<file path="config.mk">
export PLATFORM = sky130hd
export DESIGN_NAME = program_2_divide
export DESIGN_NICKNAME = d
export VERILOG_FILES = /design/src/rtl/div_pkg.sv /design/src/rtl/div_step.sv /design/src/rtl/program_2_divide.sv
export SDC_FILE = /design/constraint.sdc
export NUM_CORES = 1
export LEC_CHECK = 0
export CAP_MARGIN = 20
export CORE_AREA = 2 2 39 41
export CTS_CLUSTER_SIZE = 24
export DETAILED_ROUTE_END_ITERATION = 7
export DIE_AREA = 0 0 41 43
export PLACE_DENSITY = 0.45
export SYNTH_ARGS = -nofsm -noshare
export SYNTH_HDL_FRONTEND = slang
export SYNTH_SLANG_ARGS = --single-unit
</file>
<file path="constraint.sdc">
create_clock -name clk -period 2.7 [get_ports clk]
set_input_delay 0.54 -clock clk [delete_from_list [all_inputs] [get_ports clk]]
set_output_delay 0.54 -clock clk [all_outputs]
set_load 0.02 [all_outputs]
</file>
<file path="src/rtl/div_pkg.sv">
// Shared definitions for the restoring 16/8 divider program: FSM states,
// data-memory addresses and the iteration count.
package div_pkg;

    typedef enum logic [2:0] {
        ST_IDLE,
        ST_LOAD,
        ST_ITER,
        ST_STORE,
        ST_DONE
    } div_state_t;

    localparam logic [7:0] ADDR_DVD_HI = 8'd4;
    localparam logic [7:0] ADDR_DVD_LO = 8'd5;
    localparam logic [7:0] ADDR_DVSR   = 8'd6;
    localparam logic [7:0] ADDR_Q_HI   = 8'd8;
    localparam logic [7:0] ADDR_Q_LO   = 8'd9;
    localparam logic [7:0] ADDR_REM    = 8'd10;
    localparam logic [7:0] ADDR_DZ     = 8'd11;

    localparam int N_ITER = 16;

endpackage

</file>
<file path="src/rtl/div_step.sv">
// One restoring shift-subtract step: shift the next dividend bit into the
// partial remainder and subtract the divisor when it fits.
module div_step (
    input  logic [8:0] i_r,
    input  logic       i_qMsb,
    input  logic [7:0] i_d,
    output logic [8:0] o_r,
    output logic       o_qBit
);

    logic [9:0] w_trial;
    logic [9:0] w_diff;

    // The top remainder bit is always zero while r < d, so the wide trial value
    // only matters for the divide-by-zero run, whose results get overridden.
    assign w_trial = {i_r, i_qMsb};
    assign w_diff  = w_trial - {2'b00, i_d};
    assign o_qBit  = (w_trial >= {2'b00, i_d});
    assign o_r     = o_qBit ? w_diff[8:0] : w_trial[8:0];

endmodule

</file>
<file path="src/rtl/program_2_divide.sv">
// Self-contained divide program: reads a 16-bit dividend and 8-bit divisor from
// its data memory, runs 16 restoring steps and writes quotient/remainder/flag back.
module program_2_divide
    import div_pkg::*;
(
    input  logic clk,
    input  logic init,
    output logic done
);

    logic [7:0]  data_ram [256];

    div_state_t  r_state;
    div_state_t  w_stateNext;
    logic [15:0] r_q;
    logic [15:0] w_qNext;
    logic [8:0]  r_r;
    logic [8:0]  w_rNext;
    logic [7:0]  r_d;
    logic [7:0]  w_dNext;
    logic [3:0]  r_count;
    logic [3:0]  w_countNext;
    logic        r_done;
    logic        w_doneNext;
    logic [8:0]  w_stepR;
    logic        w_stepBit;

    div_step u_step (
        .i_r    (r_r),
        .i_qMsb (r_q[15]),
        .i_d    (r_d),
        .o_r    (w_stepR),
        .o_qBit (w_stepBit)
    );

    // IDLE performs the operand load itself so that the first free edge after
    // init already captures the operands; LOAD is an alias of the same action.
    always_comb begin
        w_stateNext = r_state;
        w_qNext     = r_q;
        w_rNext     = r_r;
        w_dNext     = r_d;
        w_countNext = r_count;
        w_doneNext  = r_done;
        case (r_state)
            ST_IDLE, ST_LOAD: begin
                w_qNext     = {data_ram[ADDR_DVD_HI], data_ram[ADDR_DVD_LO]};
                w_rNext     = 9'd0;
                w_dNext     = data_ram[ADDR_DVSR];
                w_countNext = 4'd0;
                w_stateNext = ST_ITER;
            end
            ST_ITER: begin
                w_qNext     = {r_q[14:0], w_stepBit};
                w_rNext     = w_stepR;
                w_countNext = r_count + 4'd1;
                if (r_count == 4'(N_ITER - 1)) begin
                    w_stateNext = ST_STORE;
                end
            end
            ST_STORE: begin
                w_stateNext = ST_DONE;
            end
            ST_DONE: begin
                w_doneNext = 1'b1;
            end
            default: begin
                w_stateNext = ST_IDLE;
            end
        endcase
    end

    always_ff @(posedge clk) begin
        if (init) begin
            r_state <= ST_IDLE;
            r_q     <= 16'd0;
            r_r     <= 9'd0;
            r_d     <= 8'd0;
            r_count <= 4'd0;
            r_done  <= 1'b0;
        end else begin
            r_state <= w_stateNext;
            r_q     <= w_qNext;
            r_r     <= w_rNext;
            r_d     <= w_dNext;
            r_count <= w_countNext;
            r_done  <= w_doneNext;
        end
    end

    // Only the result slots are written; operand locations belong to the host.
    always_ff @(posedge clk) begin
        if (init) begin
            data_ram[ADDR_Q_HI] <= 8'h00;
            data_ram[ADDR_Q_LO] <= 8'h00;
            data_ram[ADDR_REM]  <= 8'h00;
            data_ram[ADDR_DZ]   <= 8'h00;
        end else if (r_state == ST_STORE) begin
            if (r_d == 8'd0) begin
                data_ram[ADDR_Q_HI] <= 8'hFF;
                data_ram[ADDR_Q_LO] <= 8'hFF;
                data_ram[ADDR_REM]  <= 8'hFF;
                data_ram[ADDR_DZ]   <= 8'h01;
            end else begin
                data_ram[ADDR_Q_HI] <= r_q[15:8];
                data_ram[ADDR_Q_LO] <= r_q[7:0];
                data_ram[ADDR_REM]  <= r_r[7:0];
                data_ram[ADDR_DZ]   <= 8'h00;
            end
        end
    end

    assign done = r_done;

endmodule

</file>
==> impl_metrics.ini, run 1 <==
[floorplan]
fp.dieW_um = 41
core_area_um2 = 1384
die_h_um = 43
rows = 14
die_area_um2 = 1763
initial_core_util_pct = 27.76
io_pins = 3

[job]
max_cap_violations = 0

[layout]
final_nets = 47
multi_input_area_um2 = 195.2
fill_cells = 142
layout_common_cells = dfxtp_1 (8), nand2_1 (5)
drive_gt1_share_pct = 11.90
syn_to_final_growth_pct = 8.795
stdcell_area_um2 = 417.9
register_area_um2 = 160.2
diodes = 0
layout_commonest_cell = dfxtp_1

[critical_path]
r2r-start = r_count[0]
slowest_delay_ns = 0.60
critPathKind = flop to output pin
crit_fanout = 2
worstPathArrival_ns = 1.18
slowest_stage = clkdlybuf4s50_1
critPathLaunchType = flop
startpoint = done
reg2reg_depth = 4
cp_cell_sequence = clkdlybuf4s50_1
cp.required_ns = 2.16
crit_path_end_kind = output pin
path_buf_inv = 1
critPathTopFamily = buffers and inverters
cp_num_cells = 1

[yosys]
synth_seq_cells = 8
ys_seq_area_share_pct = 41.69
syn_inst = 41
synth_warnings = 0
synth.distinct_cells = 20
synth_area_leaders = dfxtp_1 (42%), nand4b_4 (6.2%), or4b_1 (5.2%), nand2_1 (4.9%), a21oi_1 (3.9%)
synth.avg_cell_area_um2 = 9.369
synth_top_area_share_pct = 41.69
synth_fp_nets = 44
syn_area_um2 = 384.1
synth_top_cell_by_area = dfxtp_1

[clock_network]
clkTransAtPathRegs_ns = 0.05
htreeDepth = 1
cts_inserted_buffers = 3
postCtsSetupRepairBufs = 0
clock_latency_ns = 0.25
postCtsResizedCells = 0
cts_hold_buf = 0
cts_root_buf = clkbuf_4
cts_buffer_depth = 2
clock-sinks = 8
cts_tree = yes

[sta]
fin_tns_setup_ns = 0
fin_crit_sh_pct = 63.62
max_freq_mhz = 582.2
period_needed_ns = 1.718
rsz0062_at_grt = no
relSlewSlack_pct = 73.36
holdWs_ns = 0.4984
hold_viol = 0
final.setup_skew_ns = 0.001396
setup_viol = 0
final_max_slew_viol_count = 0
tightest_slew_ns = 0.3990

[power_and_ir_drop]
powerDensity_nw_per_um2 = 535.3
ir_drop_uv = 229.0
leakagePower_uw = 0.0001677
report.power.total_uw = 223.7

[place]
io_buffers = 2
place_hpwl_um = 476.1
dpl-instance-area_um2 = 395.4
gp_congestion = 0.7427

[detailed_routing]
route.detailed.wl_per_inst_um = 11.91
post-route-drc-count = 0
drtIter0Drc = 5
drt_pass1_iterations = 3
viasPerCell = 5.172
routed_wirelength_um = 691
dr_total_vias = 300
antenna_left = 0

[grt]
grt_pass1_vias = 256
grt_first_pass_wirelength_um = 1055
grt_overflow_total = 0
track_usage_pct = 9.457
antenna_found_initial = 0
grt_start_max_net_pins = 14

[min_path]
hold_depth = 2
hold_class = flop to flop
hp-start = done

[status]
status = complete, no violations
[routing by layer]
layer  GRT usage (%)  up-vias  wire length [µm]
li1                -      150                 -
met1           11.65      148               330
met2           12.50        2               344
met3           1.571        0                16
met4           10.00        0                 0
met5               0        -                 0
[kinds of logic (layout without fill, tap and decap cells)]
logic type	count (synthesis)	count (layout)	synth area share (%)
flip-flops	8	8	41.69
adder cells (fa/ha/maj)	1	1	3.257
buffers and inverters	4	5	7.492
AND/OR/NAND/NOR	19	19	33.22
AO/OA/AOI/OAI	9	9	14.33
[final timing paths]
check | endpoint | slack [ns]
setup / recovery | done | 0.98
setup reg to reg | r_count[2] | 1.26
hold / removal | done | 0.50
hold reg to reg | done | 0.50
[worst reg2reg max path, delay by kind of cell (launching register included)]
family                     cells  cell delay, ns
AOI/OAI and AO/OA              1            0.17
adders and majority gates      1            0.23
DFF                            1            0.43
and+or+nand+nor                2            0.53
[metrics by stage]
step / worst slack, ns / std cells / util [%]
final: 0.9824 / 58 / 30.20
after global routing: 0.9454 / 58 / 30.20
after detailed placement: 1.126 / 55 / 28.57
after floorplan: 1.356 / 41 / -
after CTS: 0.9667 / 58 / 30.20
after global placement: 1.175 / 55 / 28.57
[sequential cells by signal, summed over array words and instances, names as in the netlist]
signal,flops
r_count,4
r_state,3
done,1
[cell usage after synthesis, drive strengths merged]
| cell | count |
|---|---|
| ha | 1 |
| nand3b | 1 |
| nand2b | 2 |
| nor4 | 1 |
| a22oi | 1 |
| or4b | 2 |
| nor2 | 3 |
| nand3 | 3 |
| nand4b | 1 |
| buf | 2 |
| nand2 | 5 |
| a21oi | 3 |
| a211oi | 1 |
| clkbuf | 2 |
| a31oi | 2 |
| dfxtp | 8 |
| o22ai | 2 |
| nor3 | 1 |
[final cells by class]
class	count	share of cell area, %
tap	16	4.790
sequential	8	38.32
timing repair buffer	2	4.790
multi-input combinational	29	46.71
clock buffer	3	5.389
[where the power goes]
group / internal (µW) / total [µW] / switching (µW) / leakage, µW
combinational: 4.68 / 9.30 / 4.62 / 0.0000888
sequential: 120 / 125 / 4.19 / 0.0000651
clock: 50.7 / 89.7 / 38.9 / 0.0000138
total: 176 / 224 / 47.8 / 0.000168
(Power assumes the default switching activity.)
==> inputs of run 2 (changes only) <==
PLACE_DENSITY = 0.47   (was 0.45)
clock period = 1.4 ns   (was 2.7 ns; I/O delays follow)
==> run 2 against run 1 <==
Net effect: clock power is 91% higher; sequential cell count stayed put; final area is 9.3% higher; final cell count is 8.6% higher; sequential power is 92% higher; worst hold slack worse by 0.035 ns; critical endpoint is now r_count[2]; wire length is 1.4% higher.
==> impl_metrics.ini, run 2 (same netlist as run 1, synthesis figures left out) <==
[job]
max_cap_violations = 0

[critical_path]
worstPathArrival_ns = 1.49
critPathTopFamily = simple AND/OR/NAND/NOR gates
slowest_stage = or4b_1
cp.required_ns = 1.58
crit_path_end_kind = flop
cp_cell_sequence = ha_1 -> nand2b_4 -> or4b_1 -> a31oi_1
path_buf_inv = 0
critPathKind = flop to flop
reg2reg_slack_ns = 0.08
slowest_delay_ns = 0.45
crit_fanout = 5
critPathLaunchType = flop

[sta]
setup_viol = 0
max_freq_mhz = 760.4
fin_tns_setup_ns = 0
relSlewSlack_pct = 81.67
final.setup_skew_ns = 0.0004104
rsz0062_at_grt = no
period_needed_ns = 1.315
hold_viol = 0
final_max_slew_viol_count = 0
fin_crit_sh_pct = 93.94
tightest_slew_ns = 0.2746
finalWorstSetupSlack_ns = 0.08490

[layout]
fin_util_pct = 33.00
diodes = 0
layout_common_cells = dfxtp_1 (6), nand2_1 (5), buf_4 (5)
layout_commonest_cell = dfxtp_1
regMostFlops = r_count
final_nets = 52
syn_to_final_growth_pct = 18.89
largest_register_ff_count = 4
drive_gt1_share_pct = 25.53

[floorplan]
io_pins = 3
rows = 14
fp.dieW_um = 41
die_area_um2 = 1763
core_area_um2 = 1384
die_h_um = 43
initial_core_util_pct = 27.76

[detailed_routing]
drtIter0Drc = 0
routed_wirelength_um = 701
route.detailed.wl_per_inst_um = 11.13
drt_pass1_iterations = 1
antenna_left = 0
viasPerCell = 5.111
dr_total_vias = 322
post-route-drc-count = 0

[status]
status = complete, no violations

[clock_network]
postCtsResizedCells = 1
postCtsSetupRepairBufs = 0
clock-sinks = 8
cts_tree = yes
htreeDepth = 1
cts_inserted_buffers = 3
clkTransAtPathRegs_ns = 0.05
clock_latency_ns = 0.25
cts_hold_buf = 0
cts_buffer_depth = 2
cts_root_buf = clkbuf_4

[min_path]
hold_class = flop to flop

[grt]
track_usage_pct = 10.07
grt_overflow_total = 0
grt_start_max_net_pins = 10
antenna_found_initial = 0
grt_pass1_vias = 299
grt_first_pass_wirelength_um = 1193

[place]
io_buffers = 2
place_hpwl_um = 549.2
dp_worst_setup_slack_ns = 0.05390
gp_congestion = 0.7194

[power_and_ir_drop]
ir_drop_uv = 480.3
leakagePower_uw = 0.0001997
powerDensity_nw_per_um2 = 953.8
[run 2: cell types whose count changed in the layout (fill, tap and decap cells not counted)]
cell	delta
dfxtp_2	+2
dfxtp_1	-2
buf_4	+5
dlygate4sd2_1	+1
clkdlybuf4s50_1	-1
[run 2: layout make-up]
type	instances	area, µm²
tap	16	20.02
multi-input combinational	29	195.2
sequential	8	162.7
timing repair buffer	7	56.30
fill	154	927.1
clock buffer	3	22.52
[run 2: metal layers]
layer  share of wire, %  vias up  GRT usage, %
li1                   -      166             -
met1                 42      152         12.01
met2                 55        4         15.00
met3                3.4        0         3.141
met4                  0        0         6.000
met5                  0        -             0
[run 2: tightest hold or removal path: stages, from the launching register on]
cell	delay (ns)
dfxtp_1	0.32
a21oi_1	0.04
nor2_1	0.07
[run 2: power breakdown]
group          leakage [µW]  switching [µW]  internal (µW)
clock             0.0000138            72.9           97.7
sequential        0.0000659            6.81            233
combinational      0.000120            11.3           13.9
[run 2: path summary, 6_finish.rpt]
kind                end  cells after the start  startpoint
max          r_count[2]                      4  r_count[0]
min                done                      2        done
max reg2reg  r_count[2]                      4  r_count[0]
min reg2reg        done                      2        done
[run 2: per-stage QoR]
| stage | std cells | power (µW) | instance area [µm²] | hold slack (ns) |
|---|---|---|---|---|
| 3_3_place_gp | 60 | 267.1 | 432.9 | 0.4520 |
| 3_5_place_dp | 60 | 269.9 | 432.9 | 0.4641 |
| 4_1_cts | 63 | 444.0 | 454.2 | 0.4717 |
| 2_1_floorplan | 41 | 258.3 | 384.1 | 0.4645 |
| 6_report | 63 | 435.6 | 456.7 | 0.4633 |
| 5_1_grt | 63 | 462.8 | 456.7 | 0.5066 |
==> inputs of run 3 (changes only) <==
ABC_CLOCK_PERIOD_IN_PS = 1400   (was not set)
==> results of run 3 <==
The final DEF is identical to that of run 2; final timing and power are the same.
